**config.mk**
```make
export PLATFORM = sky130hd
export DESIGN_NAME = mire_writer_flat
export DESIGN_NICKNAME = d
export VERILOG_FILES = /design/src/rtl/mire_writer_if.sv /design/src/rtl/mire_writer.sv /design/src/flat_wrapper.sv
export SDC_FILE = /design/constraint.sdc
export NUM_CORES = 1
export LEC_CHECK = 0
export ABC_AREA = 1
export CELL_PAD_IN_SITES_DETAIL_PLACEMENT = 1
export CELL_PAD_IN_SITES_GLOBAL_PLACEMENT = 1
export CORE_MARGIN = 5
export CORE_UTILIZATION = 40
export DETAILED_ROUTE_END_ITERATION = 6
export PLACE_DENSITY_LB_ADDON = 0.12
export SKIP_LAST_GASP = 1
export SLEW_MARGIN = 20
export SYNTH_ARGS = -nofsm -noshare
export SYNTH_HDL_FRONTEND = slang
export SYNTH_SLANG_ARGS = --single-unit
```
**constraint.sdc**
```tcl
create_clock -name wshb_clk -period 5.66 [get_ports wshb_clk]
set_input_delay 1.132 -clock wshb_clk [delete_from_list [all_inputs] [get_ports wshb_clk]]
set_output_delay 1.132 -clock wshb_clk [all_outputs]
set_load 0.1 [all_outputs]
```
**src/rtl/mire_writer_if.sv**
```systemverilog
// Wishbone master bus bundle used by mire_writer.
//   adr     : byte address of the current pixel word
//   dat_ms  : pixel word, master to slave
//   cyc/stb : bus tenure and strobe
//   we      : write enable (equal to cyc)
//   sel     : byte lanes (all four)
//   cti/bte : cycle type / burst type (classic cycles)
//   ack     : slave acknowledge
interface mire_writer_if;
  logic [31:0] adr;
  logic [31:0] dat_ms;
  logic        cyc;
  logic        stb;
  logic        we;
  logic [3:0]  sel;
  logic [2:0]  cti;
  logic [1:0]  bte;
  logic        ack;

  modport master (
    output adr, dat_ms, cyc, stb, we, sel, cti, bte,
    input  ack
  );

  modport slave (
    input  adr, dat_ms, cyc, stb, we, sel, cti, bte,
    output ack
  );
endinterface

```
**src/rtl/mire_writer.sv**
```systemverilog
// mire_writer: writes a test-pattern frame (grid + colour ramp) into SDRAM
// over a classic Wishbone master. Words are written in tenures of at most
// BURST words, separated by GAP idle cycles so another master (the VGA
// reader) can reach the memory.
//
// Ports:
//   wshb_clk   : clock for the block and the bus
//   wshb_rst_n : asynchronous active-low reset
//   start      : one-cycle pulse, begins a frame from IDLE or DONE
//   loop       : sampled at end of frame; 1 restarts at (0,0) after a gap
//   busy       : high while writing or in an inter-tenure gap
//   frame_cnt  : number of completed frames (wraps)
//   wb         : Wishbone master bundle (adr, dat_ms, cyc, stb, we, sel,
//                cti, bte, ack)
module mire_writer #(
  parameter int HDISP = 800,
  parameter int VDISP = 480,
  parameter int BURST = 64,
  parameter int GAP   = 64
) (
  input  logic            wshb_clk,
  input  logic            wshb_rst_n,
  input  logic            start,
  input  logic            loop,
  output logic            busy,
  output logic [15:0]     frame_cnt,
  mire_writer_if.master   wb
);

  localparam int XW = (HDISP > 1) ? $clog2(HDISP) : 1;
  localparam int YW = (VDISP > 1) ? $clog2(VDISP) : 1;
  localparam int BW = $clog2(BURST + 1);
  localparam int GW = (GAP > 1) ? $clog2(GAP) : 1;

  typedef enum logic [1:0] {
    S_IDLE  = 2'd0,
    S_WRITE = 2'd1,
    S_GAP   = 2'd2,
    S_DONE  = 2'd3
  } state_t;

  state_t         state_q, state_d;
  logic [XW-1:0]  x_q, x_d;
  logic [YW-1:0]  y_q, y_d;
  logic [BW-1:0]  burst_q, burst_d;
  logic [GW-1:0]  gap_q, gap_d;
  logic [15:0]    frame_q, frame_d;
  logic [31:0]    adr_q;
  logic [31:0]    dat_q;
  logic           load;
  logic           eol;
  logic           eof;

  // Grid lines every 16 pixels are white; elsewhere the colour encodes the
  // pixel position and the low byte of the frame number.
  function automatic logic [31:0] pixel(input logic [XW-1:0] x,
                                        input logic [YW-1:0] y,
                                        input logic [7:0]    f);
    logic [7:0] x8;
    logic [7:0] y8;
    x8 = 8'(x);
    y8 = 8'(y);
    if (x8[3:0] == 4'd0 || y8[3:0] == 4'd0)
      pixel = 32'h00FF_FFFF;
    else
      pixel = {8'h00, x8, y8, f};
  endfunction

  // Full 32-bit arithmetic so the linear index is never truncated to the
  // counter widths.
  function automatic logic [31:0] byte_adr(input logic [XW-1:0] x,
                                           input logic [YW-1:0] y);
    logic [31:0] idx;
    idx = 32'(y) * 32'(HDISP) + 32'(x);
    byte_adr = idx << 2;
  endfunction

  assign eol = (x_q == XW'(HDISP - 1));
  assign eof = eol && (y_q == YW'(VDISP - 1));

  always_comb begin
    state_d = state_q;
    x_d     = x_q;
    y_d     = y_q;
    burst_d = burst_q;
    gap_d   = gap_q;
    frame_d = frame_q;
    load    = 1'b0;

    case (state_q)
      S_IDLE, S_DONE: begin
        if (start) begin
          state_d = S_WRITE;
          x_d     = '0;
          y_d     = '0;
          burst_d = '0;
          gap_d   = '0;
          load    = 1'b1;
        end
      end

      S_WRITE: begin
        // ack only matters here; outside WRITE cyc is low and ack is ignored.
        if (wb.ack) begin
          load = 1'b1;
          if (eof) begin
            x_d     = '0;
            y_d     = '0;
            frame_d = frame_q + 16'd1;
            burst_d = '0;
            gap_d   = '0;
            state_d = loop ? S_GAP : S_DONE;
          end else begin
            if (eol) begin
              x_d = '0;
              y_d = y_q + 1'b1;
            end else begin
              x_d = x_q + 1'b1;
            end
            if (burst_q == BW'(BURST - 1)) begin
              burst_d = '0;
              gap_d   = '0;
              state_d = S_GAP;
            end else begin
              burst_d = burst_q + 1'b1;
            end
          end
        end
      end

      S_GAP: begin
        if (gap_q == GW'(GAP - 1)) begin
          gap_d   = '0;
          state_d = S_WRITE;
        end else begin
          gap_d = gap_q + 1'b1;
        end
      end

      default: state_d = S_IDLE;
    endcase
  end

  // Address and data are loaded only when the pixel position changes, so
  // they stay stable across wait states and remain 0 until the first start.
  always_ff @(posedge wshb_clk or negedge wshb_rst_n) begin
    if (!wshb_rst_n) begin
      state_q <= S_IDLE;
      x_q     <= '0;
      y_q     <= '0;
      burst_q <= '0;
      gap_q   <= '0;
      frame_q <= '0;
      adr_q   <= '0;
      dat_q   <= '0;
    end else begin
      state_q <= state_d;
      x_q     <= x_d;
      y_q     <= y_d;
      burst_q <= burst_d;
      gap_q   <= gap_d;
      frame_q <= frame_d;
      if (load) begin
        adr_q <= byte_adr(x_d, y_d);
        dat_q <= pixel(x_d, y_d, frame_d[7:0]);
      end
    end
  end

  // Bus controls decode straight from the state register, so an async
  // reset drops cyc immediately and the final ack edge ends the tenure.
  assign wb.cyc    = (state_q == S_WRITE);
  assign wb.stb    = (state_q == S_WRITE);
  assign wb.we     = (state_q == S_WRITE);
  assign wb.sel    = 4'b1111;
  assign wb.cti    = 3'b000;
  assign wb.bte    = 2'b00;
  assign wb.adr    = adr_q;
  assign wb.dat_ms = dat_q;

  assign busy      = (state_q == S_WRITE) || (state_q == S_GAP);
  assign frame_cnt = frame_q;

endmodule

```
**src/flat_wrapper.sv**
```systemverilog
// flat-port wrapper written by rule: the top's interface ports become plain ports
module mire_writer_flat 
#(
  parameter int HDISP = 800,
  parameter int VDISP = 480,
  parameter int BURST = 64,
  parameter int GAP   = 64
)
  (wshb_clk, wshb_rst_n, start, loop, busy, frame_cnt, wb_adr, wb_dat_ms, wb_cyc, wb_stb, wb_we, wb_sel, wb_cti, wb_bte, wb_ack);
  mire_writer_if wb_i ();
  input  logic wshb_clk;
  input  logic wshb_rst_n;
  input  logic start;
  input  logic loop;
  output logic busy;
  output logic [15:0] frame_cnt;
  output wire logic [$bits(wb_i.adr)-1:0] wb_adr;
  output wire logic [$bits(wb_i.dat_ms)-1:0] wb_dat_ms;
  output wire logic [$bits(wb_i.cyc)-1:0] wb_cyc;
  output wire logic [$bits(wb_i.stb)-1:0] wb_stb;
  output wire logic [$bits(wb_i.we)-1:0] wb_we;
  output wire logic [$bits(wb_i.sel)-1:0] wb_sel;
  output wire logic [$bits(wb_i.cti)-1:0] wb_cti;
  output wire logic [$bits(wb_i.bte)-1:0] wb_bte;
  input wire logic [$bits(wb_i.ack)-1:0] wb_ack;
  assign wb_adr = wb_i.adr;
  assign wb_dat_ms = wb_i.dat_ms;
  assign wb_cyc = wb_i.cyc;
  assign wb_stb = wb_i.stb;
  assign wb_we = wb_i.we;
  assign wb_sel = wb_i.sel;
  assign wb_cti = wb_i.cti;
  assign wb_bte = wb_i.bte;
  assign wb_i.ack = wb_ack;
  mire_writer #(.HDISP(HDISP), .VDISP(VDISP), .BURST(BURST), .GAP(GAP)) u_core (.wshb_clk(wshb_clk), .wshb_rst_n(wshb_rst_n), .start(start), .loop(loop), .busy(busy), .frame_cnt(frame_cnt), .wb(wb_i));
endmodule
```
=== Word level (Yosys, flattened, before mapping) ===
Cells that the tools add are included.

* Flip-flop bits (word level): 112
* Bits in latches: 0
* Memory bits (writable): 0
* Bits in read-only memories: 0
* Bits of input ports: 5
* Output and inout port bits: 93
* Word-level logic and storage cells: 74
* Memories kept: 0

* Add/subtract/negate cells: 6
* $mul: 1
* Divide/modulo/power cells: 0
* Magnitude comparators: 0
* Equality and inequality tests: 11
* Shift-type cells: 0
* Muxes and demuxes: 35
* Bitwise gates (word level): 0
* Reduce and logical (&&, ||, !) cells: 12

{| class="wikitable"
|+ Operator list
! operator !! count
|-
| 2-to-1 mux 10 bit || 4
|-
| 2-to-1 mux 9 bit || 4
|-
| 2-to-1 mux 6 bit || 5
|-
| 2-to-1 mux 7 bit || 4
|-
| 2-to-1 mux 24 bit || 1
|-
| 2-to-1 mux 8 bit || 3
|-
| adder 19 x 10 -> 20 bit || 1
|-
| case mux 10 bit (2 select lines) || 1
|-
| case mux 6 bit (3 select lines) || 1
|-
| case mux 9 bit (2 select lines) || 1
|-
| adder 16 x 1 -> 16 bit (second input constant) || 1
|-
| multiplier 9 x 5 -> 14 bit (second input constant) || 1
|-
| case mux 7 bit (2 select lines) || 1
|-
| adder 10 x 1 -> 10 bit (second input constant) || 1
|-
| == test 10 bit (second input constant) || 1
|-
| 2-to-1 mux 2 bit || 5
|-
| adder 9 x 1 -> 9 bit (second input constant) || 1
|-
| == test 9 bit (second input constant) || 1
|-
| AND reduction 3 bit || 3
|-
| zero test 4 bit || 2
|-
| adder 7 x 1 -> 7 bit (second input constant) || 1
|-
| == test 7 x 6 -> 1 bit (second input constant) || 1
|-
| adder 6 x 1 -> 6 bit (second input constant) || 1
|-
| == test 6 bit (second input constant) || 1
|-
| other kinds (14) || 19
|}

=== Depth between registers and ports, before layout ===
* Depth in word-level cells: 8
* Gate-level depth with buffers: 28
* Depth with buffers taken out: 28

=== Worst setup path after synthesis ===
OpenSTA, ideal clock, no wires.

* Path kind: reg2reg
* Start point: register u_core.state_q[1]
* End point: register u_core.adr_q[19] (netlist: u_core.wb.adr[19])
* Library setup time: 0.129 ns
* Data arrival time: 4.581 ns
* Slack: 0.949 ns
* Stages on the path, launching flop included: 25
* Buffers on the path: 0
* Cell sequence: dfrtp_1 inv_1 ha_1 inv_2 nor2_2 o21ai_1 inv_2 nand3_1 nand2_1 inv_1 ha_1 ha_1 inv_1 fa_1 inv_1 ha_1 or2_2 nand3_1 nand2_1 nand2_1 nand2_1 nor2_1 nand2_1 o21ai_0 nand3_1

* Elaborated cells between the ends (all ways): 9
* Those cells by class: add/sub (1); mul (1); eq/ne (2); mux (3); reduce/logical (2)

{| class="wikitable"
|+ RTL lines
! what !! RTL line !! source
|-
| start, declared || mire_writer.sv:42 || <nowiki>state_t state_q, state_d;</nowiki>
|-
| start signal, assigned || mire_writer.sv:157 || <nowiki>state_q <= state_d;</nowiki>
|-
| == test 2 x 1 -> 1 bit || n/a ||
|-
| net wb_cyc || flat_wrapper.sv:19 || <nowiki>output wire logic [$bits(wb_i.cyc)-1:0] wb_cyc;</nowiki>
|-
| case mux 9 bit (2 select lines) || mire_writer.sv:90 || <nowiki>case (state_q)</nowiki>
|-
| net u_core.y_d[3] || mire_writer.sv:44 || <nowiki>logic [YW-1:0] y_q, y_d;</nowiki>
|-
| multiplier 9 x 5 -> 14 bit || mire_writer.sv:74 || <nowiki>idx = 32'(y) * 32'(HDISP) + 32'(x);</nowiki>
|-
| adder 19 x 10 -> 20 bit || mire_writer.sv:74 ||
|-
| end signal, assigned || mire_writer.sv:164 || <nowiki>adr_q <= byte_adr(x_d, y_d);</nowiki>
|-
| end, declared || mire_writer.sv:48 || <nowiki>logic [31:0] adr_q;</nowiki>
|}

The timed path passes the listed nets, and every way through them passes these cells.
A chain may end at the register's enable or synchronous reset.

=== Worst setup path after layout ===
* Start point: input port wb_ack
* End point: register u_core.adr_q[19] (netlist: u_core.wb.adr[19])

* Word-level cells in the longest chain between the ends: 4
* Elaborated cells between the ends (all ways): 8
* Those cells by class: add/sub (1); mul (1); mux (6)

{| class="wikitable"
|+ Ends and longest elaborated chain
! what !! RTL line !! source
|-
| start, declared || flat_wrapper.sv:25 || <nowiki>input wire logic [$bits(wb_i.ack)-1:0] wb_ack;</nowiki>
|-
| 2-to-1 mux 9 bit || mire_writer.sv:104 || <nowiki>if (wb.ack) begin</nowiki>
|-
| case mux 9 bit (2 select lines) || mire_writer.sv:90 ||
|-
| net u_core.y_d[2] || mire_writer.sv:44 ||
|-
| multiplier 9 x 5 -> 14 bit || mire_writer.sv:74 ||
|-
| adder 19 x 10 -> 20 bit || mire_writer.sv:74 ||
|}

The timed path passes the listed nets, and every way through them passes these cells.

==> impl_metrics.yaml <==
sta:
  relSlewSlack_pct: 32.9
  slew_violations: 0
  tightest_slew_ns: 1.00
  fin_setup_tns_ns: 0
  min_period_ns: 5.10
  fmax_ghz: 0.196
  hold_viol: 0
  min_period_over_period_pct: 90.1
  setup_viol: 0
  rsz0062_at_grt: "false"
  skew_ns: 0.00795
global_routing:
  antenna_found_initial: 0
  grt_start_max_net_pins: 60
  grt_util_all_layers_pct: 19.3
  grt_overflow: 0
  grt_pass1_wl_um: 28800
  grt_pass1_vias: 5925
yosys:
  async_flop_share_pct: 100
  ys_types: 41
  synth-seq-cells: 94
  seq_area_frac_synth_pct: 37.3
  avgSynthCellArea_um2: 7.51
  yosysWarnings: 0
  synthCells: 839
  synthFlopType: "dfrtp_1"
  syn_area_mm2: 0.00630
  synth_edf_count: 0
critical_path:
  critPathTopFamily: "simple AND/OR/NAND/NOR gates"
  crit_required_ns: 5.95
  arrival_ns: 5.39
  end_kind: "flop"
  cpPeakStageDelay_ns: 0.54
  crit_buf_inv: 4
  crit_start: "wb_ack"
  crit_chain: "clkdlybuf4s50_1, nand4_1, nor2_1, a21oi_1, nor2_1, nand2_1, nand2_1, inv_1, ha_1, ha_1, inv_1, fa_1, inv_1, ha_1, or2_2, nand3_1, nand2_1, nand2_1, nand2_1, nor2_1, nand2_1, nor2_1, nand2_1, nand3_1"
  criticalPathCategory: "in2reg"
  path_max_fanout: 5
  cp_common_cell: "nand2_1"
  worstReg2RegStart: "u_core.y_q[0]"
  cp_slowest_cell: "clkdlybuf4s50_1"
  crit_path_start_kind: "primary input"
placement:
  place.gp.congestion: 0.863
  port_buffers: 68
  hpwl_um: 13500
cells_and_area:
  synthToLayoutAreaGrowth_pct: 17.5
  multiInputGateArea_mm2: 0.00331
  final_core_util_pct: 48.3
  regArea_mm2: 0.00235
  antennaDiodeCount: 0
  fillers: 1961
  mostFrequentLayoutCells: "nand2_1, inv_1, nor2_1"
  fin_nets: 967
  drive_above_1_share_pct: 7.31
  layout_commonest_cell: "nand2_1"
floorplanning:
  die_area_mm2: 0.0184
  die_y_um: 136
  die_x_um: 136
  initial_core_util_pct: 41.1
  num_rows: 45
  pin_count: 98
  coreArea_mm2: 0.0153
power:
  seqPwrFrac_pct: 30.4
  switching_share_pct: 49.4
  power_per_cell_area_mw_per_mm2: 336
  internal-power_mw: 1.26
  peakVddDrop_mv: 0.326
  p_clk_share_pct: 24.7
  p_total_mw: 2.48
  p_leak_nw: 3.75
  pwr-share-comb_pct: 44.9
  switching_power_mw: 1.23
clock_tree:
  cts.clk_slew.worst_paths_ns: 0.07
  hold_buffers: 0
  cts_resized: 0
  cts-root-buf: "clkbuf_16"
  clk_latency_ns: 0.36
  clkSinkCount: 94
  htreeDepth: 3
  post-cts-setup-buffer-count: 0
  cts_buffer_depth: 2
  cts_tree: "built"
  numCtsBuffers: 9
routing:
  routed_wirelength_um: 17000
  routedWlPerCell_um: 15.1
  num_vias: 5504
  viasPerCell: 4.88
  first_iter_violations: 215
  final_antenna_net_count: 0
  drc: 0
  firstDrtPassIters: 4
outcome:
  outcome: "completed"
min_path:
  hp-start: "u_core.burst_q[6]"
  hold_class: "reg2reg"
run:
  timing.max_cap.violations: 0
## cell usage after synthesis, types with 4 or more instances
master	number	share of area, %
nor3_1	16	1.3
nand4_1	5	0.50
nor2_2	9	0.89
xnor2_1	5	0.69
inv_2	6	0.36
nand2_4	4	0.71
xor2_1	16	2.2
o21ai_1	5	0.40
o21ai_0	36	2.9
or2_2	5	0.50
a21oi_1	10	0.79
nand2_2	4	0.40
nand2_1	197	12
ha_1	45	8.9
inv_1	115	6.9
nor2_1	114	6.8
buf_4	33	3.9
dfrtp_1	94	37
nand3_1	76	6.0
nor2_4	6	1.1
fa_1	5	1.6
## routing by layer
layer | up-vias | GRT usage (%) | wire length, um
li1 | 2723 | - | -
met1 | 2694 | 24.1 | 7520
met2 | 76 | 35.0 | 8740
met3 | 11 | 3.38 | 601
met4 | 0 | 4.31 | 155
met5 | - | 0 | 0
## power groups by stage
stage	clock, mW	combinational, mW	sequential [mW]
2_1_floorplan	0	0.696	0.944
3_3_place_gp	0	1.11	0.764
3_5_place_dp	0	1.12	0.768
4_1_cts	0.630	1.13	0.755
5_1_grt	0.660	1.20	0.760
6_report	0.615	1.12	0.754
## worst register-to-register path: cells and delay by family, from the launching register on
family,cells,cell delay (ns)
AO/OA/AOI/OAI,1,0.27
adder cells (fa/ha/maj),5,1.53
buffers and inverters,4,0.32
flip-flops,1,0.41
AND/OR/NAND/NOR,15,2.14
## logic make-up (layout without fill, tap and decap cells)
logic type | count (synthesis) | in the layout | synth area share, %
adder cells (fa/ha/maj) | 50 | 50 | 10.5
AND/OR/NAND/NOR | 445 | 445 | 31.5
XOR/XNOR | 22 | 22 | 3.18
buffers and inverters | 161 | 212 | 11.7
flip-flops | 94 | 94 | 37.3
AO/OA/AOI/OAI | 65 | 65 | 5.66
other | 2 | 29 | 0.119
## layout make-up
type | count | area share [%]
Clock buffer | 9 | 3.04
Clock inverter | 7 | 0.862
Inverter | 121 | 6.14
Multi-Input combinational cell | 611 | 44.7
Sequential cell | 94 | 31.8
Tap cell | 211 | 3.57
Timing Repair Buffer | 75 | 9.87
## state kept, by name (all words and copies together) (netlist names)
register          flops
u_core.wb.adr        20
u_core.gap_q          6
u_core.wb.dat_ms     24
u_core.burst_q        7
u_core.state_q        2
u_core.frame_cnt     16
u_core.y_q            9
u_core.x_q           10
## stage by stage
step / instance area, um^2 / setup slack [ns] / hold slack [ns] / instances
2_1_floorplan: 6400 / 0.949 / 0.459 / 866
3_3_place_gp: 7110 / 0.382 / 0.468 / 1112
3_5_place_dp: 7110 / 0.232 / 0.476 / 1112
4_1_cts: 7400 / 0.537 / 0.503 / 1128
5_1_grt: 7400 / 0.230 / 0.531 / 1128
6_report: 7400 / 0.559 / 0.497 / 1128
## path summary, 6_finish.rpt
kind | cells past startpoint | end | slack (ns)
setup reg to reg | 25 | u_core.wb.adr[19] | 0.92
max in group asynchronous | 2 | u_core.x_q[5] | 3.78
hold reg to reg | 1 | u_core.burst_q[6] | 0.50
hold / removal | 1 | u_core.burst_q[6] | 0.50
min in group asynchronous | 1 | u_core.gap_q[0] | 0.72
setup / recovery | 24 | u_core.wb.adr[19] | 0.56
Note: power is estimated with default switching activity, not from simulation.
